===== config.mk =====
export PLATFORM = sky130hd
export DESIGN_NAME = serial_byte_tx
export DESIGN_NICKNAME = d
export VERILOG_FILES = /design/src/rtl/serial_byte_tx.sv
export SDC_FILE = /design/constraint.sdc
export NUM_CORES = 1
export LEC_CHECK = 0
export ABC_AREA = 0
export CORE_ASPECT_RATIO = 1.4
export CORE_UTILIZATION = 25
export DETAILED_ROUTE_END_ITERATION = 10
export PLACE_DENSITY_LB_ADDON = 0.1
export SLEW_MARGIN = 20
export SYNTH_ARGS = -nofsm -noshare
export SYNTH_HDL_FRONTEND = slang
export SYNTH_SLANG_ARGS = --single-unit

===== constraint.sdc =====
create_clock -name clk -period 4.6 [get_ports clk]
set_input_delay 0.69 -clock clk [delete_from_list [all_inputs] [get_ports clk]]
set_output_delay 0.69 -clock clk [all_outputs]
set_load 0.02 [all_outputs]

===== src/rtl/serial_byte_tx.sv =====
// rtl/serial_byte_tx.sv - start/data/parity/stop serial byte transmitter
//
// Serialises one parallel word per valid/ready handshake onto a line that
// idles high. A frame is one low start bit, DATA_BITS data bits LSB first,
// an optional parity bit, then STOP_BITS high stop bits. Each bit lasts
// CLKS_PER_BIT clocks.
//
// Ports:
//   clk       clock, all logic on posedge
//   reset     synchronous, active-high
//   in_valid  producer has a word on in_data
//   in_data   word to transmit, latched on acceptance
//   in_ready  a word can be accepted this cycle
//   out       registered serial line, idles high
//   busy      frame in progress
//   done      one-cycle pulse in the last cycle of a frame
module serial_byte_tx #(
  parameter int DATA_BITS    = 8,
  parameter int PARITY_EN    = 0,
  parameter int PARITY_ODD   = 1,
  parameter int STOP_BITS    = 1,
  parameter int CLKS_PER_BIT = 1
) (
  input  logic                 clk,
  input  logic                 reset,
  input  logic                 in_valid,
  input  logic [DATA_BITS-1:0] in_data,
  output logic                 in_ready,
  output logic                 out,
  output logic                 busy,
  output logic                 done
);

  localparam int CW = (CLKS_PER_BIT > 1) ? $clog2(CLKS_PER_BIT) : 1;
  localparam int BW = 5;

  typedef enum logic [2:0] {IDLE, START, DATA, PARITY, STOP} state_t;

  state_t               state_q, state_n;
  logic [CW-1:0]        baud_q, baud_n;
  logic [BW-1:0]        bit_q, bit_n;
  logic [DATA_BITS-1:0] shreg_q, shreg_n, sh_shift;
  logic                 par_q, par_n;
  logic                 out_q, out_n;

  logic baud_last;
  logic last_stop;
  logic accept;

  assign baud_last = (baud_q == CW'(CLKS_PER_BIT - 1));
  assign last_stop = (state_q == STOP) && baud_last && (bit_q == BW'(STOP_BITS - 1));

  // The last stop cycle doubles as an acceptance window so a new start
  // bit can follow the stop bit with no idle gap.
  assign in_ready = (state_q == IDLE) || last_stop;
  assign accept   = in_valid && in_ready;
  assign done     = last_stop;
  assign busy     = (state_q != IDLE);
  assign out      = out_q;

  always_ff @(posedge clk) begin
    if (reset) begin
      state_q <= IDLE;
      baud_q  <= '0;
      bit_q   <= '0;
      shreg_q <= '0;
      par_q   <= 1'b0;
      out_q   <= 1'b1;
    end else begin
      state_q <= state_n;
      baud_q  <= baud_n;
      bit_q   <= bit_n;
      shreg_q <= shreg_n;
      par_q   <= par_n;
      out_q   <= out_n;
    end
  end

  // out_n is the line value for the next cycle, so the register always
  // holds the bit belonging to the state being entered.
  always_comb begin
    state_n  = state_q;
    baud_n   = baud_q;
    bit_n    = bit_q;
    shreg_n  = shreg_q;
    par_n    = par_q;
    out_n    = out_q;
    sh_shift = shreg_q >> 1;

    if (accept) begin
      state_n = START;
      baud_n  = '0;
      bit_n   = '0;
      shreg_n = in_data;
      par_n   = (PARITY_ODD != 0) ? ~^in_data : ^in_data;
      out_n   = 1'b0;
    end else if (state_q != IDLE) begin
      if (!baud_last) begin
        baud_n = baud_q + CW'(1);
      end else begin
        baud_n = '0;
        case (state_q)
          START: begin
            state_n = DATA;
            bit_n   = '0;
            out_n   = shreg_q[0];
          end
          DATA: begin
            if (bit_q == BW'(DATA_BITS - 1)) begin
              bit_n = '0;
              if (PARITY_EN != 0) begin
                state_n = PARITY;
                out_n   = par_q;
              end else begin
                state_n = STOP;
                out_n   = 1'b1;
              end
            end else begin
              bit_n   = bit_q + BW'(1);
              shreg_n = sh_shift;
              out_n   = sh_shift[0];
            end
          end
          PARITY: begin
            state_n = STOP;
            bit_n   = '0;
            out_n   = 1'b1;
          end
          STOP: begin
            out_n = 1'b1;
            if (bit_q == BW'(STOP_BITS - 1)) begin
              state_n = IDLE;
              bit_n   = '0;
            end else begin
              bit_n = bit_q + BW'(1);
            end
          end
          default: begin
            state_n = IDLE;
            bit_n   = '0;
            out_n   = 1'b1;
          end
        endcase
      end
    end
  end

endmodule


==> flow_metrics.env, run 1 <==
export IMPL_grt_pass1_wl_um=3930
export IMPL_routed_wl_um=2280
export IMPL_cts_resized=0
export IMPL_cts_root_buf="clkbuf_8"
export IMPL_num_vias=839
export IMPL_antenna_found_initial=0
export IMPL_synth_largest_area_cell="dfxtp_1"
export IMPL_dp_cells=161
export IMPL_tightest_slew_ns=0.733
export IMPL_area_growth_pct=23.2
export IMPL_ys_flop_type="dfxtp_1"
export IMPL_finish_net_count=139
export IMPL_vias_per_cell=5.08
export IMPL_arrival_ns=2.09
export IMPL_final_common_cell="nand2_1"
export IMPL_post_cts_buffers=0
export IMPL_drc=0
export IMPL_period_minus_slack_ns=2.78
export IMPL_timing_final_crit_share_pct=60.4
export IMPL_clock_latency_ns=0.25
export IMPL_worst_setup_path_type="reg2out"
export IMPL_dieArea_um2=3850
export IMPL_dp_hpwl_um=1650
export IMPL_start_util_pct=26.4
export IMPL_core_rowCount=25
export IMPL_crit_buf_inv=2
export IMPL_n_antenna_cell=0
export IMPL_ys_ff_latch=17
export IMPL_hold_viol_final=0
export IMPL_stdcell_count=165
export IMPL_powerDensity_nw_per_um2=300
export IMPL_path_delay_family="simple AND/OR/NAND/NOR gates"
export IMPL_cts_inserted_buffers=3
export IMPL_post_drt_wl_per_cell_um=13.8
export IMPL_p_leak_nw=0.391
export IMPL_cpPeakStageDelay_ns=0.53
export IMPL_clk_pin_slew_ns=0.07
export IMPL_irDropWorstVdd_v=0.000113
export IMPL_maxCapViolCount=0
export IMPL_hp_class="reg2reg"
export IMPL_first_pass_iters=4
export IMPL_grt_use_total_pct=14.1
export IMPL_ys_seq_area_share_pct=37.8
export IMPL_use_met2_pct=24.5
export IMPL_use_met3_pct=2.92
export IMPL_drtAntennaViolNets=0
export IMPL_critPathMaxFanout=5
export IMPL_core_area_um2=3410
export IMPL_syn_inst=114
export IMPL_numClockSinks=17
export IMPL_setup_tns_final_ns=0
export IMPL_setup_viol=0
export IMPL_synth_cell_types=29
export IMPL_drive_above_1_share_pct=7.20
export IMPL_grt_busiest_layer="met2"
export IMPL_crit_chain="inv_1 -> ha_1 -> nor4b_2 -> and3_1 -> or2_2 -> clkdlybuf4s50_1"
export IMPL_tritoncts="yes"
export IMPL_rsz0062_at_grt="no"
export IMPL_drt_iter0_drc=6
export IMPL_synth_top_cells_by_area="dfxtp_1 38%, nand2_1 7.5%, a311oi_1 6.8%"
export IMPL_ys_warn_count=0
export IMPL_crit_path_top_delay_cell="clkdlybuf4s50_1"
export IMPL_grt_ovfl_total=0
export IMPL_r2r_slack_ns=2.50
export IMPL_syn_num_nets=127
export IMPL_grtUsageMet1_pct=16.3
export IMPL_finalWeightedCongestion=0.755
export IMPL_cp_required_ns=3.91
export IMPL_yosys_area_top_type_share_pct=37.8
export IMPL_maxSlewHeadroom_pct=51.0
export IMPL_avgSynthCellArea_um2=7.89
export IMPL_fmax_mhz=360
export IMPL_grt_pass1_vias=862
export IMPL_htreeDepth=1
export IMPL_slew_violations=0
export IMPL_most_common_layout_cells="18 x nand2_1, 17 x dfxtp_1, 14 x nor2_1, 14 x clkdlybuf4s50_1"
export IMPL_io_pins=15
export IMPL_port_buffers=14
export IMPL_fillCellCount=371
export IMPL_clockBufferDepth=2
export IMPL_synthArstFlopShare_pct=0
export IMPL_syn_cell_area_um2=900
export IMPL_dieWidth_um=52.7
export IMPL_clock_skew_ns=0.00927
export IMPL_synth_edf_count=0
export IMPL_critPathLaunchType="flip-flop"
export IMPL_status="finished, final reports clean"
export IMPL_grt_max_degree=18
export IMPL_setup_worst_path_end_class="output port"
export IMPL_cts_hold_buf=0
export IMPL_dieHeight_um=73.0
==> synthesized netlist by cell type (2+ instances only) <==
library cell  number
a211oi_1           3
and3_1             3
a311oi_1           7
nor2_1            14
o21ai_0            4
nand2_1           18
dfxtp_1           17
nand3_1            4
a21oi_1            5
clkbuf_1           7
o21ai_1            4
nor3_1             4
ha_1               2
inv_1              7
==> path summary, 6_finish.rpt <==
check / startpoint / endpoint / cells past startpoint
setup / recovery: bit_q[0] / in_ready / 6
hold / removal: shreg_q[7] / shreg_q[7] / 2
setup reg to reg: bit_q[0] / bit_q[0] / 6
hold reg to reg: shreg_q[7] / shreg_q[7] / 2
==> logic make-up (layout without fill, tap and decap cells) <==
group	Yosys count	in the layout	share of synthesized area [%]
mux	1	1	1.25
flops	17	17	37.8
simple gates	50	50	27.1
buf+inv	14	25	5.84
xor+xnor	1	1	0.974
fa+ha+maj	2	2	2.78
compound gates	29	29	24.2
==> power by group <==
part           internal, mW  switching (mW)
clock                0.0614          0.0513
sequential            0.156         0.00835
combinational        0.0265          0.0288
total                 0.244          0.0885
==> per-layer routing <==
| layer | vias up | routed length [µm] |
|---|---|---|
| met3 | 2 | 82 |
| met4 | 0 | 29 |
| li1 | 424 | - |
| met1 | 400 | 1010 |
| met5 | - | 0 |
| met2 | 13 | 1160 |
==> area by class of cell <==
cell class / instances / area (µm²) / share of cell area (%)
Timing Repair Buffer: 14 / 140 / 12.6
Inverter: 7 / 26.3 / 2.37
Multi-Input combinational cell: 83 / 507 / 45.7
Clock buffer: 4 / 45.0 / 4.06
Tap cell: 40 / 50.0 / 4.51
Sequential cell: 17 / 340 / 30.7
==> worst min-delay path: stages, from the launching register on <==
cell,delay (ns)
dfxtp_1,0.31
nand3_1,0.06
a21oi_1,0.05
==> metrics by stage <==
step / util (%) / total power [mW] / cell area [µm²] / hold WS [ns] / worst slack (ns)
detailed placement: 31.2 / 0.224 / 1060 / 0.463 / 2.09
global placement: 31.2 / 0.223 / 1060 / 0.458 / 2.12
CTS: 32.5 / 0.337 / 1110 / 0.473 / 1.81
global route: 32.5 / 0.353 / 1110 / 0.506 / 1.65
finish: 32.5 / 0.332 / 1110 / 0.469 / 1.82
floorplan: - / 0.200 / 900 / 0.448 / 2.53
==> registers in the layout (all words and copies together), names as in the netlist <==
signal,flops
bit_q,5
out,1
shreg_q,8
state_q,3
No activity file was read; power rests on OpenSTA's default activity.
==> run 2: changes to the inputs <==
Clock period 4.6 ns to 2.5 ns, I/O delays scaled along.
==> flow_metrics.env, run 2 (same netlist as run 1, synthesis figures left out) <==
export IMPL_use_met3_pct=1.88
export IMPL_grt_max_degree=18
export IMPL_dieWidth_um=52.7
export IMPL_stdcell_count=169
export IMPL_largestRegisters="shreg_q (8), bit_q (5), state_q (3)"
export IMPL_drive_above_1_share_pct=10.1
export IMPL_n_antenna_cell=0
export IMPL_first_pass_iters=4
export IMPL_setup_tns_final_ns=0
export IMPL_clock_latency_ns=0.25
export IMPL_setup_viol=0
export IMPL_setup_worst_path_end_class="output port"
export IMPL_clockBufferDepth=2
export IMPL_powerDensity_nw_per_um2=536
export IMPL_most_common_layout_cells="18 x nand2_1, 17 x dfxtp_1, 14 x nor2_1"
export IMPL_clock_skew_ns=0.00592
export IMPL_io_pins=15
export IMPL_timing_final_crit_share_pct=93.0
export IMPL_maxCapViolCount=0
export IMPL_r2r_end="bit_q[0]"
export IMPL_post_cts_buffers=0
export IMPL_place_ws_ns=0.289
export IMPL_port_buffers=14
export IMPL_grtUsageMet1_pct=17.6
export IMPL_grt_ovfl_total=0
export IMPL_p_leak_nw=0.429
export IMPL_grt_use_total_pct=14.1
export IMPL_arrival_ns=1.95
export IMPL_numClockSinks=17
export IMPL_cp_required_ns=2.12
export IMPL_antenna_found_initial=0
export IMPL_drc=0
export IMPL_reg2reg_depth=6
export IMPL_drtAntennaViolNets=0
export IMPL_area_growth_pct=27.8
export IMPL_clk_pin_slew_ns=0.07
export IMPL_core_area_um2=3410
export IMPL_critPathMaxFanout=8
export IMPL_largest_register_ffs=8
export IMPL_tritoncts="yes"
export IMPL_worst_setup_path_type="reg2out"
export IMPL_finish_net_count=143
export IMPL_grt_busiest_layer="met2"
export IMPL_holdPathEnd="shreg_q[7]"
export IMPL_slew_violations=0
export IMPL_period_minus_slack_ns=2.32
export IMPL_maxSlewHeadroom_pct=50.7
export IMPL_regArea_um2=340
export IMPL_dieArea_um2=3850
export IMPL_routed_wl_um=2340
export IMPL_tightest_slew_ns=0.738
export IMPL_r2r_slack_ns=0.47
export IMPL_min_path_cells=2
export IMPL_grt_pass1_wl_um=3980
export IMPL_core_rowCount=25
export IMPL_num_vias=848
export IMPL_drt_iter0_drc=28
export IMPL_rsz0062_at_grt="no"
export IMPL_grt_pass1_vias=838
export IMPL_min_delay_start="shreg_q[7]"
export IMPL_dp_hpwl_um=1730
export IMPL_stdcell_area_um2=1150
export IMPL_reg2reg_from="bit_q[0]"
export IMPL_multi_input_area_um2=515
export IMPL_finalWeightedCongestion=0.723
export IMPL_fmax_mhz=430
export IMPL_status="finished, final reports clean"
export IMPL_cts_root_buf="clkbuf_8"
export IMPL_hold_viol_final=0
export IMPL_fin_ws_ns=0.176
export IMPL_irDropWorstVdd_v=0.000217
export IMPL_cts_inserted_buffers=3
export IMPL_hp_class="reg2reg"
export IMPL_critPathLaunchType="flip-flop"
export IMPL_dieHeight_um=73.0
export IMPL_final_common_cell="nand2_1"
export IMPL_vias_per_cell=5.02
export IMPL_htreeDepth=1
export IMPL_use_met2_pct=23.8
export IMPL_post_drt_wl_per_cell_um=13.8
export IMPL_dp_cells=165
export IMPL_fillCellCount=378
export IMPL_start_util_pct=26.4
export IMPL_placed_cell_area_um2=1090
export IMPL_top_register="shreg_q"
-- run 2: cell type report --
type | instances | share of cell area (%)
multi-input combinational | 83 | 44.8
sequential | 17 | 29.6
timing repair buffer | 18 | 15.0
tap | 40 | 4.35
clock buffer | 4 | 3.92
inverter | 7 | 2.29
-- run 2: timing repair --
item | CTS | global route
gates resized for setup | 0 | 2
setup endpoints to repair | 0 | 2
hold buffers | 0 | 0
-- run 2: critical path, cell delays in order (launching register included) --
cell and delay, ns:
dfxtp_1 0.40, nor3_1 0.59, inv_1 0.13, clkdlybuf4s50_1 0.57
-- run 2: worst max path at each step --
| stage | start | end | slack (ns) |
|---|---|---|---|
| 2_1_floorplan | bit_q[0] | in_ready | 0.75 |
| 3_3_place_gp | bit_q[0] | in_ready | 0.33 |
| 6_report | state_q[0] | busy | 0.18 |
| 4_1_cts | bit_q[0] | in_ready | 0.01 |
| 5_1_grt | bit_q[0] | done | 0.06 |
| 3_5_place_dp | bit_q[0] | in_ready | 0.29 |
-- run 2: per-layer routing --
layer	part of all wire, %	vias to the layer above
met5	0	-
met4	0.98	0
met3	2.3	2
met2	52	15
met1	45	395
li1	-	436
-- run 2: per-stage QoR --
stage	hold WS [ns]	power, mW	util, %
floorplan	0.448	0.368	-
global placement	0.458	0.414	32.1
detailed placement	0.462	0.415	32.1
CTS	0.472	0.621	33.4
global route	0.498	0.649	33.7
finish	0.469	0.616	33.7
-- run 2: report_power, final --
group / total [mW] / switching [mW] / internal [mW]
logic: 0.110 / 0.0585 / 0.0514
clock network: 0.207 / 0.0944 / 0.113
registers: 0.299 / 0.0116 / 0.287
